==> config.mk <==
export PLATFORM = sky130hd
export DESIGN_NAME = fifo_pop_stage
export DESIGN_NICKNAME = d
export VERILOG_FILES = /design/src/rtl/fifo_stage_pkg.sv /design/src/rtl/skid_ram.sv /design/src/rtl/fifo_pop_stage.sv
export SDC_FILE = /design/constraint.sdc
export NUM_CORES = 1
export LEC_CHECK = 0
export CAP_MARGIN = 10
export CORE_AREA = 4 4 90 92
export DETAILED_ROUTE_END_ITERATION = 12
export DIE_AREA = 0 0 94 96
export GPL_TIMING_DRIVEN = 0
export PLACE_DENSITY = 0.77
export SYNTH_ARGS = -nofsm -noshare
export SYNTH_HDL_FRONTEND = slang
export SYNTH_SLANG_ARGS = --single-unit
export TNS_END_PERCENT = 30
==> constraint.sdc <==
create_clock -name clk -period 4.05 [get_ports clk]
set_input_delay 0.81 -clock clk [delete_from_list [all_inputs] [get_ports clk]]
set_output_delay 0.81 -clock clk [all_outputs]
set_load 0.01 [all_outputs]
==> src/rtl/fifo_stage_pkg.sv <==
// Shared types and sizing helpers for the sync_fifo pop stage and its skid buffer.
package fifo_stage_pkg;

  localparam int WORD_WIDTH = 32;

  typedef logic [WORD_WIDTH-1:0] word_t;

  // Occupancy must be able to represent 0..depth inclusive.
  function automatic int occ_width(input int depth);
    return $clog2(depth + 1);
  endfunction

  function automatic int ptr_width(input int depth);
    return (depth > 1) ? $clog2(depth) : 1;
  endfunction

endpackage

==> src/rtl/skid_ram.sv <==
// DEPTH x WIDTH register array: one synchronous write port, one asynchronous read port.
module skid_ram
  import fifo_stage_pkg::*;
#(
  parameter int WIDTH = WORD_WIDTH,
  parameter int DEPTH = 2,
  parameter int PW    = ptr_width(DEPTH)
) (
  input  logic             clk,
  input  logic             rst,
  input  logic             we,
  input  logic [PW-1:0]    wptr,
  input  logic [WIDTH-1:0] wdata,
  input  logic [PW-1:0]    rptr,
  output logic [WIDTH-1:0] rdata
);

  logic [WIDTH-1:0] mem_r [DEPTH];

  // Storage: cleared on reset so the presented head word reads as zero.
  always_ff @(posedge clk) begin
    if (rst) begin
      for (int i = 0; i < DEPTH; i++) begin
        mem_r[i] <= '0;
      end
    end else if (we) begin
      mem_r[wptr] <= wdata;
    end else begin
      mem_r <= mem_r;
    end
  end

  assign rdata = mem_r[rptr];

endmodule

==> src/rtl/fifo_pop_stage.sv <==
// Pops words from a registered-read sync_fifo into a credit-managed skid buffer
// and presents them as a valid/ready stream.
module fifo_pop_stage
  import fifo_stage_pkg::*;
#(
  parameter int WIDTH = WORD_WIDTH,
  parameter int DEPTH = 2
) (
  input  logic                         clk,
  input  logic                         rst,
  input  logic                         fifo_empty,
  input  logic [WIDTH-1:0]             fifo_rdData,
  output logic                         fifo_read,
  input  logic                         flush,
  output logic                         out_valid,
  output logic [WIDTH-1:0]             out_data,
  input  logic                         out_ready,
  output logic [occ_width(DEPTH)-1:0]  occupancy
);

  localparam int CW = occ_width(DEPTH);
  localparam int PW = ptr_width(DEPTH);

  logic [CW-1:0]    occ_r;
  logic [PW-1:0]    wptr_r;
  logic [PW-1:0]    rptr_r;
  logic             inflight_r;
  logic             valid_r;
  logic             pop_s;
  logic             arrive_s;
  logic             read_s;
  logic             ram_we_s;
  logic [CW:0]      committed_s;
  logic [CW:0]      limit_s;
  logic [WIDTH-1:0] head_s;

  function automatic logic [PW-1:0] ptr_inc(input logic [PW-1:0] p);
    if (p == PW'(DEPTH - 1)) begin
      return '0;
    end else begin
      return p + PW'(1);
    end
  endfunction

  // Credit check: words held plus the one in flight, less the one leaving now,
  // must leave room; compared as occ+inflight < DEPTH+pop to avoid underflow.
  always_comb begin
    pop_s       = valid_r && out_ready;
    arrive_s    = inflight_r && !flush;
    ram_we_s    = arrive_s && !rst;
    committed_s = {1'b0, occ_r} + {{CW{1'b0}}, inflight_r};
    limit_s     = (CW + 1)'(DEPTH) + {{CW{1'b0}}, pop_s};
    if (rst || flush || fifo_empty) begin
      read_s = 1'b0;
    end else begin
      read_s = (committed_s < limit_s);
    end
  end

  // Pointer, occupancy and in-flight tracking; flush behaves like a local reset.
  always_ff @(posedge clk) begin
    if (rst || flush) begin
      occ_r      <= '0;
      wptr_r     <= '0;
      rptr_r     <= '0;
      inflight_r <= 1'b0;
      valid_r    <= 1'b0;
    end else begin
      inflight_r <= read_s;
      if (arrive_s) begin
        wptr_r <= ptr_inc(wptr_r);
      end
      if (pop_s) begin
        rptr_r <= ptr_inc(rptr_r);
      end
      case ({arrive_s, pop_s})
        2'b10: begin
          occ_r   <= occ_r + CW'(1);
          valid_r <= 1'b1;
        end
        2'b01: begin
          occ_r   <= occ_r - CW'(1);
          valid_r <= (occ_r != CW'(1));
        end
        default: begin
          occ_r   <= occ_r;
          valid_r <= valid_r;
        end
      endcase
    end
  end

  skid_ram #(
    .WIDTH (WIDTH),
    .DEPTH (DEPTH),
    .PW    (PW)
  ) u_ram (
    .clk   (clk),
    .rst   (rst),
    .we    (ram_we_s),
    .wptr  (wptr_r),
    .wdata (fifo_rdData),
    .rptr  (rptr_r),
    .rdata (head_s)
  );

  assign fifo_read = read_s;
  assign out_valid = valid_r;
  assign out_data  = head_s;
  assign occupancy = occ_r;

endmodule

==> results.sh <==
export IMPL_fin_worst_skew_ns=0.0123
export IMPL_rows=31
export IMPL_min_path_cells=2
export IMPL_synth_seq_cells=70
export IMPL_final_cell_mix="clkdlybuf4s50_1 (71), dfxtp_1 (70), nand2b_1 (65)"
export IMPL_antenna_found_initial=0
export IMPL_worstHoldStart="u_ram.mem_r[50]"
export IMPL_fin_ws_ns=0.611
export IMPL_initial_core_util=0.500
export IMPL_setup_viol=0
export IMPL_fmax_mhz=291
export IMPL_root_buffer="clkbuf_8"
export IMPL_fin_crit_sh=0.849
export IMPL_post_route_drc_count=0
export IMPL_crit_slowest_cell="clkdlybuf4s50_1"
export IMPL_cp_end_kind="output port"
export IMPL_num_antenna_cells=0
export IMPL_area_delta_synth_final_pct=29.3
export IMPL_grt_ovfl_total=0
export IMPL_cts_tree="done"
export IMPL_hold_viol=0
export IMPL_clkTransAtPathRegs_ns=0.07
export IMPL_ctsHoldBuffers=0
export IMPL_syn_inst=313
export IMPL_htree_levels=3
export IMPL_reg2reg_to="occupancy[1]"
export IMPL_ys_warn_count=0
export IMPL_rsz0062_at_grt="no"
export IMPL_worst_hold_path_type="reg2reg"
export IMPL_crit_required_ns=3.24
export IMPL_nets=436
export IMPL_post_place_ws_ns=0.601
export IMPL_maxCapViolCount=0
export IMPL_grt_pass1_vias=2523
export IMPL_antenna_left=0
export IMPL_wl_mm=7.53
export IMPL_wl_per_cell_um=15.1
export IMPL_die_area_sq_mm=0.00902
export IMPL_p_per_area_mw_per_mm2=313
export IMPL_worstPathMaxFanout=7
export IMPL_synthDistinctLibCells=31
export IMPL_irDropWorstVdd_mv=0.244
export IMPL_grt_pass1_wl_mm=12.3
export IMPL_clkLatencyLatePin_ns=0.35
export IMPL_fp_dieH_um=96
export IMPL_multiInputGateArea_sq_mm=0.00203
export IMPL_reg2reg_slack_ns=2.61
export IMPL_layout_drive_gt1_share=0.303
export IMPL_period_minus_slack_ns=3.44
export IMPL_grt_max_degree=13
export IMPL_synth_ff_type="dfxtp_1"
export IMPL_dr_pass1_iters=4
export IMPL_hold_path_end="u_ram.mem_r[50]"
export IMPL_rr_worst_depth=4
export IMPL_cts_buffers=9
export IMPL_arrival_ns=2.63
export IMPL_crit_top_cell="clkdlybuf4s50_1"
export IMPL_regArea_sq_mm=0.00140
export IMPL_io_buffers=71
export IMPL_layout_commonest_cell="clkdlybuf4s50_1"
export IMPL_critPathMaxStageDelay_ns=0.61
export IMPL_crit_chain="clkdlybuf4s50_1, or2_1, clkbuf_1, a2111oi_0, clkdlybuf4s50_1"
export IMPL_slew_limit_headroom=0.703
export IMPL_slew_viol_final=0
export IMPL_r2r_start="out_valid"
export IMPL_total_power_mw=1.46
export IMPL_finalWeightedCongestion=0.712
export IMPL_clock_path_buffers=2
export IMPL_syn_num_nets=354
export IMPL_final_util=0.646
export IMPL_crit_type="in2out"
export IMPL_synth_edff_count=0
export IMPL_synth_cell_area_sq_mm=0.00361
export IMPL_start_kind="primary input"
export IMPL_vias=2430
export IMPL_setup_tns_final_ns=0
export IMPL_die_width_um=94
export IMPL_fillCellCount=595
export IMPL_ys_async_sr_fraction=0
export IMPL_cts_resized_gates=0
export IMPL_drt_iter0_drc=48
export IMPL_drt_vias_per_instance=4.87
export IMPL_status="finished clean"
export IMPL_path_buf_inv=3
export IMPL_crit_family="buffers and inverters"
export IMPL_synth_area_per_cell_sq_um=11.5
export IMPL_yosysSeqAreaShare=0.389
export IMPL_core_region_area_sq_mm=0.00721
export IMPL_clkSinkCount=70
export IMPL_place_hpwl_mm=5.22
export IMPL_gr_usage_all_layers=0.176
export IMPL_post_cts_buffers=0
export IMPL_p_leak_nw=1.95
export IMPL_worstMarginPinSlew_ns=0.446
export IMPL_ios=73
[flip-flops by register name, indices dropped and copies added (netlist names)]
register / count
inflight_r: 1
occupancy: 2
out_valid: 1
u_ram.mem_r: 64
wptr_r: 1
rptr_r: 1
[metal layers]
| metal | share of wire | wire length [um] | up-vias | track usage |
|---|---|---|---|---|
| met3 | 0.051 | 383 | 8 | 0.0469 |
| met1 | 0.47 | 3540 | 1148 | 0.225 |
| met5 | 0 | 0 | - | 0 |
| met4 | 0.010 | 76 | 0 | 0.0602 |
| li1 | - | - | 1214 | - |
| met2 | 0.47 | 3540 | 60 | 0.288 |
[area by class of cell]
class | instances | share of cell area
multi-input cells | 218 | 0.435
flip-flops and latches | 70 | 0.301
repair buffers | 71 | 0.152
plain buffers | 24 | 0.0373
clock buffers | 10 | 0.0295
well taps | 99 | 0.0266
clock inverters | 6 | 0.0182
inverters | 1 | 0.000805
[cells in the mapped netlist (3+ instances only)]
library cell,instances,area share
mux2_4,30,0.12
buf_4,3,0.0062
buf_12,3,0.017
mux2i_1,32,0.089
and2b_2,27,0.066
nand2b_1,65,0.11
and2b_1,3,0.0062
mux2_2,34,0.11
dfxtp_1,70,0.39
buf_2,4,0.0056
clkbuf_1,11,0.011
ha_1,4,0.014
[metrics by stage]
step | hold WS, ns | area [sq um] | instances
finish | 0.468 | 4660 | 499
global route | 0.493 | 4660 | 499
CTS | 0.476 | 4660 | 499
detailed placement | 0.462 | 4440 | 483
global placement | 0.457 | 4440 | 483
floorplan | 0.446 | 3610 | 313
[power breakdown]
group          switching (mW)  internal, mW  leakage (nW)
clock network           0.267         0.361         0.108
registers             0.00524         0.696         0.565
logic                  0.0493        0.0787          1.27
[tightest hold or removal path: stages, from the launching register on]
cell      delay, ns
dfxtp_1        0.31
nand2b_1       0.06
mux2i_1        0.05
[worst max path at each step]
stage	from	cells past startpoint	endpoint	slack, ns
floorplan	rst	4	fifo_read	1.38
global placement	flush	5	fifo_read	0.61
detailed placement	flush	5	fifo_read	0.60
CTS	flush	5	fifo_read	0.60
global route	flush	5	fifo_read	0.56
finish	flush	5	fifo_read	0.61
[cells by family after synthesis]
| family | count (synthesis) | share of synthesized area |
|---|---|---|
| adder cells (fa/ha/maj) | 4 | 0.0139 |
| XOR/XNOR | 3 | 0.00729 |
| AND/OR/NAND/NOR | 108 | 0.207 |
| multiplexers | 96 | 0.320 |
| buffers and inverters | 25 | 0.0493 |
| flip-flops | 70 | 0.389 |
| AO/OA/AOI/OAI | 7 | 0.0142 |
Power figures use the tool's default switching activity.
